===== config.mk =====
export PLATFORM = sky130hd
export DESIGN_NAME = output_module
export DESIGN_NICKNAME = d
export VERILOG_FILES = /design/src/rtl/output_module.sv
export SDC_FILE = /design/constraint.sdc
export NUM_CORES = 1
export LEC_CHECK = 0
export BUFFER_PORTS_ARGS = -buffer_cell sky130_fd_sc_hd__buf_2
export CAP_MARGIN = 20
export CORE_ASPECT_RATIO = 1.75
export CORE_MARGIN = 1.5
export CORE_UTILIZATION = 46
export DETAILED_ROUTE_END_ITERATION = 7
export PLACE_DENSITY = 0.86
export SLEW_MARGIN = 20
export SYNTH_ARGS = -nofsm -noshare
export SYNTH_HDL_FRONTEND = slang
export SYNTH_SLANG_ARGS = --single-unit

===== constraint.sdc =====
create_clock -name clk -period 5.8 [get_ports clk]
set_input_delay 1.16 -clock clk [delete_from_list [all_inputs] [get_ports clk]]
set_output_delay 1.16 -clock clk [all_outputs]
set_load 0.03 [all_outputs]

===== src/rtl/output_module.sv =====
// Router output port: wormhole arbitration across input modules with a single
// registered outbound stage under valid/ready flow control.

package router_pkg;

  typedef enum logic [1:0] {
    HEAD_FLIT      = 2'd0,
    BODY_FLIT      = 2'd1,
    TAIL_FLIT      = 2'd2,
    HEAD_TAIL_FLIT = 2'd3
  } flit_type_t;

  typedef struct packed {
    flit_type_t  ftype;
    logic [31:0] payload;
  } flit_t;

  typedef struct packed {
    logic  valid;
    flit_t fdata;
  } s_flit_req_t;

  typedef struct packed {
    logic ready;
  } s_flit_resp_t;

endpackage

module output_module
  import router_pkg::*;
#(
  parameter int NumInputs = 4
) (
  input  logic         clk,
  input  logic         arst,
  input  s_flit_req_t  fin_req_i  [NumInputs],
  output s_flit_resp_t fin_resp_o [NumInputs],
  output s_flit_req_t  fout_req_o,
  input  s_flit_resp_t fout_resp_i
);

  localparam int IdxW = $clog2(NumInputs);

  typedef logic [IdxW-1:0] idx_t;
  typedef logic [IdxW:0]   ptr_ext_t;

  typedef enum logic {
    IDLE,
    LOCKED
  } state_t;

  state_t state_q, state_d;
  idx_t   rr_ptr_q, rr_ptr_d;
  idx_t   lock_idx_q, lock_idx_d;
  logic   out_valid_q, out_valid_d;
  flit_t  out_flit_q, out_flit_d;

  logic [NumInputs-1:0] cand;
  logic     win_found;
  idx_t     win_idx;
  ptr_ext_t scan;
  idx_t     sel_idx;
  logic     sel_ok;
  logic     can_load;
  logic     grant_ready;
  logic     xfer;
  flit_t    sel_flit;

  // Only head-bearing flits may open a packet; stray BODY/TAIL in IDLE are ignored.
  always_comb begin
    cand = '0;
    for (int i = 0; i < NumInputs; i++) begin
      cand[i] = fin_req_i[i].valid &&
                (fin_req_i[i].fdata.ftype == HEAD_FLIT ||
                 fin_req_i[i].fdata.ftype == HEAD_TAIL_FLIT);
    end
  end

  // NOTE: every signal driven in an always_comb gets a default before any branch,
  // otherwise a path that skips the assignment infers a latch.
  always_comb begin
    win_found = 1'b0;
    win_idx   = '0;
    scan      = '0;
    for (int off = 0; off < NumInputs; off++) begin
      scan = {1'b0, rr_ptr_q} + ptr_ext_t'(off);
      if (scan >= ptr_ext_t'(NumInputs)) begin
        scan = scan - ptr_ext_t'(NumInputs);
      end
      if (!win_found && cand[scan[IdxW-1:0]]) begin
        win_found = 1'b1;
        win_idx   = scan[IdxW-1:0];
      end
    end
  end

  assign can_load = !out_valid_q || fout_resp_i.ready;
  assign sel_idx  = (state_q == LOCKED) ? lock_idx_q : win_idx;
  assign sel_ok   = (state_q == LOCKED) ? 1'b1 : win_found;
  // Gated by arst so no input sees ready while reset is held.
  assign grant_ready = can_load && sel_ok && !arst;
  assign sel_flit    = fin_req_i[sel_idx].fdata;
  assign xfer        = grant_ready && fin_req_i[sel_idx].valid;

  always_comb begin
    for (int i = 0; i < NumInputs; i++) begin
      fin_resp_o[i]       = '0;
      fin_resp_o[i].ready = grant_ready && (idx_t'(i) == sel_idx);
    end
  end

  always_comb begin
    state_d    = state_q;
    rr_ptr_d   = rr_ptr_q;
    lock_idx_d = lock_idx_q;
    case (state_q)
      IDLE: begin
        if (xfer) begin
          rr_ptr_d = (win_idx == idx_t'(NumInputs - 1)) ? '0 : win_idx + idx_t'(1);
          if (sel_flit.ftype == HEAD_FLIT) begin
            state_d    = LOCKED;
            lock_idx_d = win_idx;
          end
        end
      end
      LOCKED: begin
        if (xfer && sel_flit.ftype == TAIL_FLIT) begin
          state_d = IDLE;
        end
      end
      default: state_d = IDLE;
    endcase
  end

  // A load and a downstream pop in the same cycle simply replace the register.
  always_comb begin
    out_valid_d = out_valid_q;
    out_flit_d  = out_flit_q;
    if (xfer) begin
      out_valid_d = 1'b1;
      out_flit_d  = sel_flit;
    end else if (fout_resp_i.ready) begin
      out_valid_d = 1'b0;
    end
  end

  // NOTE: sequential state uses non-blocking assignments so every register
  // samples the pre-edge value of its neighbours.
  always_ff @(posedge clk or posedge arst) begin
    if (arst) begin
      state_q     <= IDLE;
      rr_ptr_q    <= '0;
      lock_idx_q  <= '0;
      out_valid_q <= 1'b0;
      out_flit_q  <= '0;
    end else begin
      state_q     <= state_d;
      rr_ptr_q    <= rr_ptr_d;
      lock_idx_q  <= lock_idx_d;
      out_valid_q <= out_valid_d;
      out_flit_q  <= out_flit_d;
    end
  end

  assign fout_req_o.valid = out_valid_q;
  assign fout_req_o.fdata = out_flit_q;

endmodule


=== After elaboration in Yosys (flattened, before gate mapping) ===
Cells that the tools add are included.
Widths: inputs -> output; s select.

* Add/subtract/negate cells: 8
* Order comparisons: 9
* Eq/ne operators: 9
* Multiplexer cells: 32
* Bitwise gates (word level): 2
* Reduce and logical (&&, ||, !) cells: 34

{| class="wikitable"
|+ Operators by type and width
! operator !! number
|-
| $bmux 35 s2 || 1
|-
| $mux 35 || 2
|-
| $mux 2 || 10
|-
| $logic_and 1x1->1 || 15
|-
| $mux 1 || 14
|-
| $eq 2x2->1 const B || 6
|-
| $ge 3x3->1 const B || 4
|-
| $logic_not 2->1 || 6
|-
| $lt 2x3->1 const B || 4
|-
| $bmux 1 s2 || 4
|-
| $sub 2x1->2 const B || 4
|-
| $add 2x2->3 const B || 2
|-
| $logic_not 1->1 || 5
|-
| $logic_or 1x1->1 || 5
|-
| $eq 2x2->1 const A || 2
|-
| $add 2x1->3 const B || 1
|-
| $ge 2x3->1 const B || 1
|-
| $not 2->3 || 1
|-
| $reduce_and 3->1 || 1
|-
| $add 2x1->2 const B || 1
|-
| $eq 1x2->1 const A || 1
|-
| $pmux 1 s2 || 1
|-
| $reduce_and 2->1 || 1
|-
| $reduce_bool 2->1 || 1
|-
| $not 1->1 || 1
|}

* Bits in registers: 40
* Output and inout port bits: 39

=== Longest topological paths before layout ===
* Word-level depth: 24
* Gate-level depth with buffers: 9
* Depth with buffers taken out: 7

=== Worst setup path before layout ===
OpenSTA, ideal clock, no wires.

* Kind: input to output
* Start: in fin_req_i[67] (netlist name)
* End: out fin_resp_o[1] (netlist name)
* Data arrival time: 2.856 ns
* Required time: 4.640 ns
* Path slack: 1.784 ns
* Stages on the path: 8
* Cell sequence: xor2_1 > or2b_4 > o311ai_4 > o31a_1 > buf_6 > buf_6 > nand2_1 > nor2_1

{| class="wikitable"
|+ RTL lines
! item !! RTL line !! text
|-
| start: declaration || 36 || <nowiki>input s_flit_req_t fin_req_i [NumInputs],</nowiki>
|-
| end: declaration || 37 || <nowiki>output s_flit_resp_t fin_resp_o [NumInputs],</nowiki>
|}

==> run summary <==
The run finished with clean final reports. Type of origin of the critical path: a primary input. Static timing analysis puts the maximum clock frequency at 242 MHz. The number of global-route vias before repair was 2614; the register bit total from synthesis was 40. Detailed placement finished with a half-perimeter wire length of 6590 um. The tools report the final number of max-transition violations as 0. The internal portion of the total power is 0.00113 W. For the number of nets in the finished design, the log shows 515. Setup repair after global routing left no endpoint under its margin. The run gives 2 as the H-tree depth reported by CTS. During synthesis, Yosys emitted a total of 0 warnings. Data on the critical path arrives at its endpoint at 2.98 ns. The clock network accounts for 11.3% of the total power. The largest fanout on the critical path was 14. Count of endpoints failing hold in the final timing report: 0. The total die area is 0.00656 mm2. For this design, the CTS-stage hold fixing added 0 buffers. Compared with the post-synthesis result, the final layout area differs by 37.5%. The run gives 0.295 mV as the peak ir drop on the vdd network. The logs give 0 for the global-route congestion overflow total and 2 for the maximum buffer depth of the clock tree. The clock slew seen by the registers of the worst setup and hold paths is 0.08 ns. TritonCTS built the clock tree. For the overall routing resource usage, the log shows 25.5%. The final critical-path share of the clock period came out at 71.4%.

The leakage component of the power came out at 1.85 nW. The initial DRC count was 133; the number of antenna violations at the first check in global routing was 0. The detail-routed net length per standard cell is 17.9 um. Sequential cells account for 26.0% of the total power. The max-slew headroom at the worst pin was 48.3%; the setup clock skew after layout was 0.00631 ns.

Leaving out fill and tap cells, the most frequent cell in the layout is sky130_fd_sc_hd__buf_2. The worst register-to-register path has a depth of 8. The worst setup path is of the in -> out kind. TritonCTS created 5 clock buffers. For the worst-skew pair, the clock arrives at the later sink with an insertion delay of 0.29 ns. The antenna violation net count after detailed routing was 0; the maximum number of pins on one net before global-route repair was 41.

After detailed routing, the total wire length is 8060 um. For the worst setup path, the data required time is 4.64 ns. In the synthesized netlist the async set-or-reset flop fraction comes to 100%. Number of DRC violations after detailed routing: 0. The primary flip-flop cell chosen by synthesis mapping was sky130_fd_sc_hd__dfrtp_1.

The pin slew with the least headroom to its limit is 0.768 ns, and the synthesized net count is 336. For the final routed database, the setup TNS stands at 0 ns. The share of final-layout standard cells stronger than drive strength 1 works out to 71.8%. The floorplan step set the die height to 106 um.

Setup violations remaining at the end of the flow were counted as 0. Post-CTS timing repair inserted 0 buffers for setup. Max-cap violations in this run came to 0. In this run the power density over the cells is 520 mW/mm2. The synthesized netlist occupies a cell area of 0.00279 mm2.

The number of port buffers was 181; the total net switching power was 0.000871 W. The worst min-delay path category is reg -> reg. Detailed routing inserted a total of 2475 vias. The initialized floorplan defines 37 standard-cell rows. The count of clock tree sinks was 40. In the layout the commonest cells are sky130_fd_sc_hd__buf_2, sky130_fd_sc_hd__dfrtp_1, sky130_fd_sc_hd__mux2_2, sky130_fd_sc_hd__mux4_2, sky130_fd_sc_hd__nor2_1. Synthesis produced 193 cells. For the post-CTS resize count, the log shows 0. The tools report the logic gate share of total power as 62.7%. Net switching is 43.6% of the power.

The post-synthesis sequential area ratio came out at 35.9%. The average instance in the mapped netlist occupies 14.5 um2. The number of ports placed on the die boundary is 182.

The initial utilization of the core area, before any placement, comes to 47.5%. After floorplanning, the core was sized to cover 0.00588 mm2. Counting instances, the worst hold path has a depth of 2. The endpoint type of the worst setup path is an output port. Global placer's final weighted congestion: 0.895. Clock period minus worst slack: 4.14 ns. The first detailed-routing pass ran for 4 iterations. The floorplan step set the die width to 61.9 um. The tools report the count of inserted antenna diode cells as 0.

Counting flops with a built-in enable in the synthesized netlist gives 0. Once placement completed, the tool counted placed cells totaling 442. The root buffer cell chosen for the clock tree is sky130_fd_sc_hd__clkbuf_8. After detailed routing, the number of vias per cell comes to 5.49. The first global-routing pass estimated 12300 um of wire. Number of library cell types mapped by synthesis: 43. The finished layout holds 451 standard cells, fillers aside.
[cells in the mapped netlist, types with 2 or more instances]
master                          number  area [um2]
sky130_fd_sc_hd__dlygate4sd1_1       2        17.5
sky130_fd_sc_hd__nor4_1              2        12.5
sky130_fd_sc_hd__buf_4               2        15.0
sky130_fd_sc_hd__a21oi_1             5        25.0
sky130_fd_sc_hd__nand2_1             6        22.5
sky130_fd_sc_hd__nand3_1             3        15.0
sky130_fd_sc_hd__nor3_1              3        15.0
sky130_fd_sc_hd__nand2b_1            2        12.5
sky130_fd_sc_hd__a22oi_1             2        15.0
sky130_fd_sc_hd__mux2_2             36         405
sky130_fd_sc_hd__mux4_1              6         158
sky130_fd_sc_hd__xor2_1              2        17.5
sky130_fd_sc_hd__mux4_2             27         608
sky130_fd_sc_hd__inv_1               5        18.8
sky130_fd_sc_hd__o21ai_0             4        20.0
sky130_fd_sc_hd__mux2i_1             3        30.0
sky130_fd_sc_hd__xnor2_1             3        26.3
sky130_fd_sc_hd__nor2b_1             2        12.5
sky130_fd_sc_hd__dfrtp_1            40        1000
sky130_fd_sc_hd__buf_6               8        90.1
sky130_fd_sc_hd__nor2_1              8        30.0
[cell families (layout without fill, tap and decap cells)]
family | count (synthesis) | in the layout | share of synthesized area, %
DFF | 40 | 40 | 35.9
xor gates and xnor gates | 6 | 6 | 2.15
muxes | 72 | 72 | 43.0
buffers and inverters | 18 | 198 | 5.20
and+or+nand+nor | 30 | 30 | 5.78
AOI/OAI and AO/OA | 27 | 27 | 7.94
[per-stage QoR]
step	utilization, %	hold WS, ns	area (um2)	power (W)	setup slack, ns
after CTS	64.8	0.484	3810	0.00200	1.65
after global routing	65.3	0.506	3840	0.00212	1.47
after detailed placement	62.9	0.466	3700	0.00177	1.66
after floorplan	-	0.535	2790	0.00150	1.78
final	65.3	0.480	3840	0.00200	1.66
after global placement	62.9	0.460	3700	0.00173	1.71
[sequential cells by signal, indices dropped and copies added, names as in the netlist]
signal	flops
fout_req_o	34
lock_idx_q	2
rr_ptr_q	2
out_valid_q	1
state_q	1
[power groups by stage]
stage                     sequential [W]  combinational [W]  clock (W)
after floorplan                 0.000745           0.000755          0
after global placement          0.000513            0.00122          0
after detailed placement        0.000522            0.00125          0
after CTS                       0.000518            0.00125   0.000231
after global routing            0.000537            0.00134   0.000242
final                           0.000519            0.00125   0.000226
[final timing paths]
path | start | end | slack [ns]
max | fin_req_i[67] | fin_resp_o[1] | 1.66
min | fout_req_o[33] | fout_req_o[33] | 0.48
max reg2reg | rr_ptr_q[1] | state_q | 2.69
min reg2reg | fout_req_o[33] | fout_req_o[33] | 0.48
max in group asynchronous | arst | fout_req_o[7] | 4.45
min in group asynchronous | arst | fout_req_o[0] | 1.00
[per-layer routing]
layer,track usage (%),wire (um),vias to the layer above
met2,45.3,4510,127
met3,4.74,494,29
met1,27.7,2740,1189
met5,0,0,-
met4,11.2,315,0
li1,-,-,1130
[cell type report]
type	instances	area, um2
fill	478	2040
multi-input combinational	135	1650
sequential	40	1000
timing repair buffer	185	956
tap	78	97.6
clock buffer	5	68.8
clock inverter	3	42.5
inverter	5	18.8
[critical path: stages]
cell and delay, ns:
sky130_fd_sc_hd__buf_2 0.12, sky130_fd_sc_hd__xor2_1 0.18, sky130_fd_sc_hd__or2b_4 0.28, sky130_fd_sc_hd__o311ai_4 0.30
sky130_fd_sc_hd__o31a_2 0.47, sky130_fd_sc_hd__nand2_1 0.14, sky130_fd_sc_hd__nor2_1 0.12, sky130_fd_sc_hd__buf_2 0.21
No activity file was read; power rests on OpenSTA's default activity.
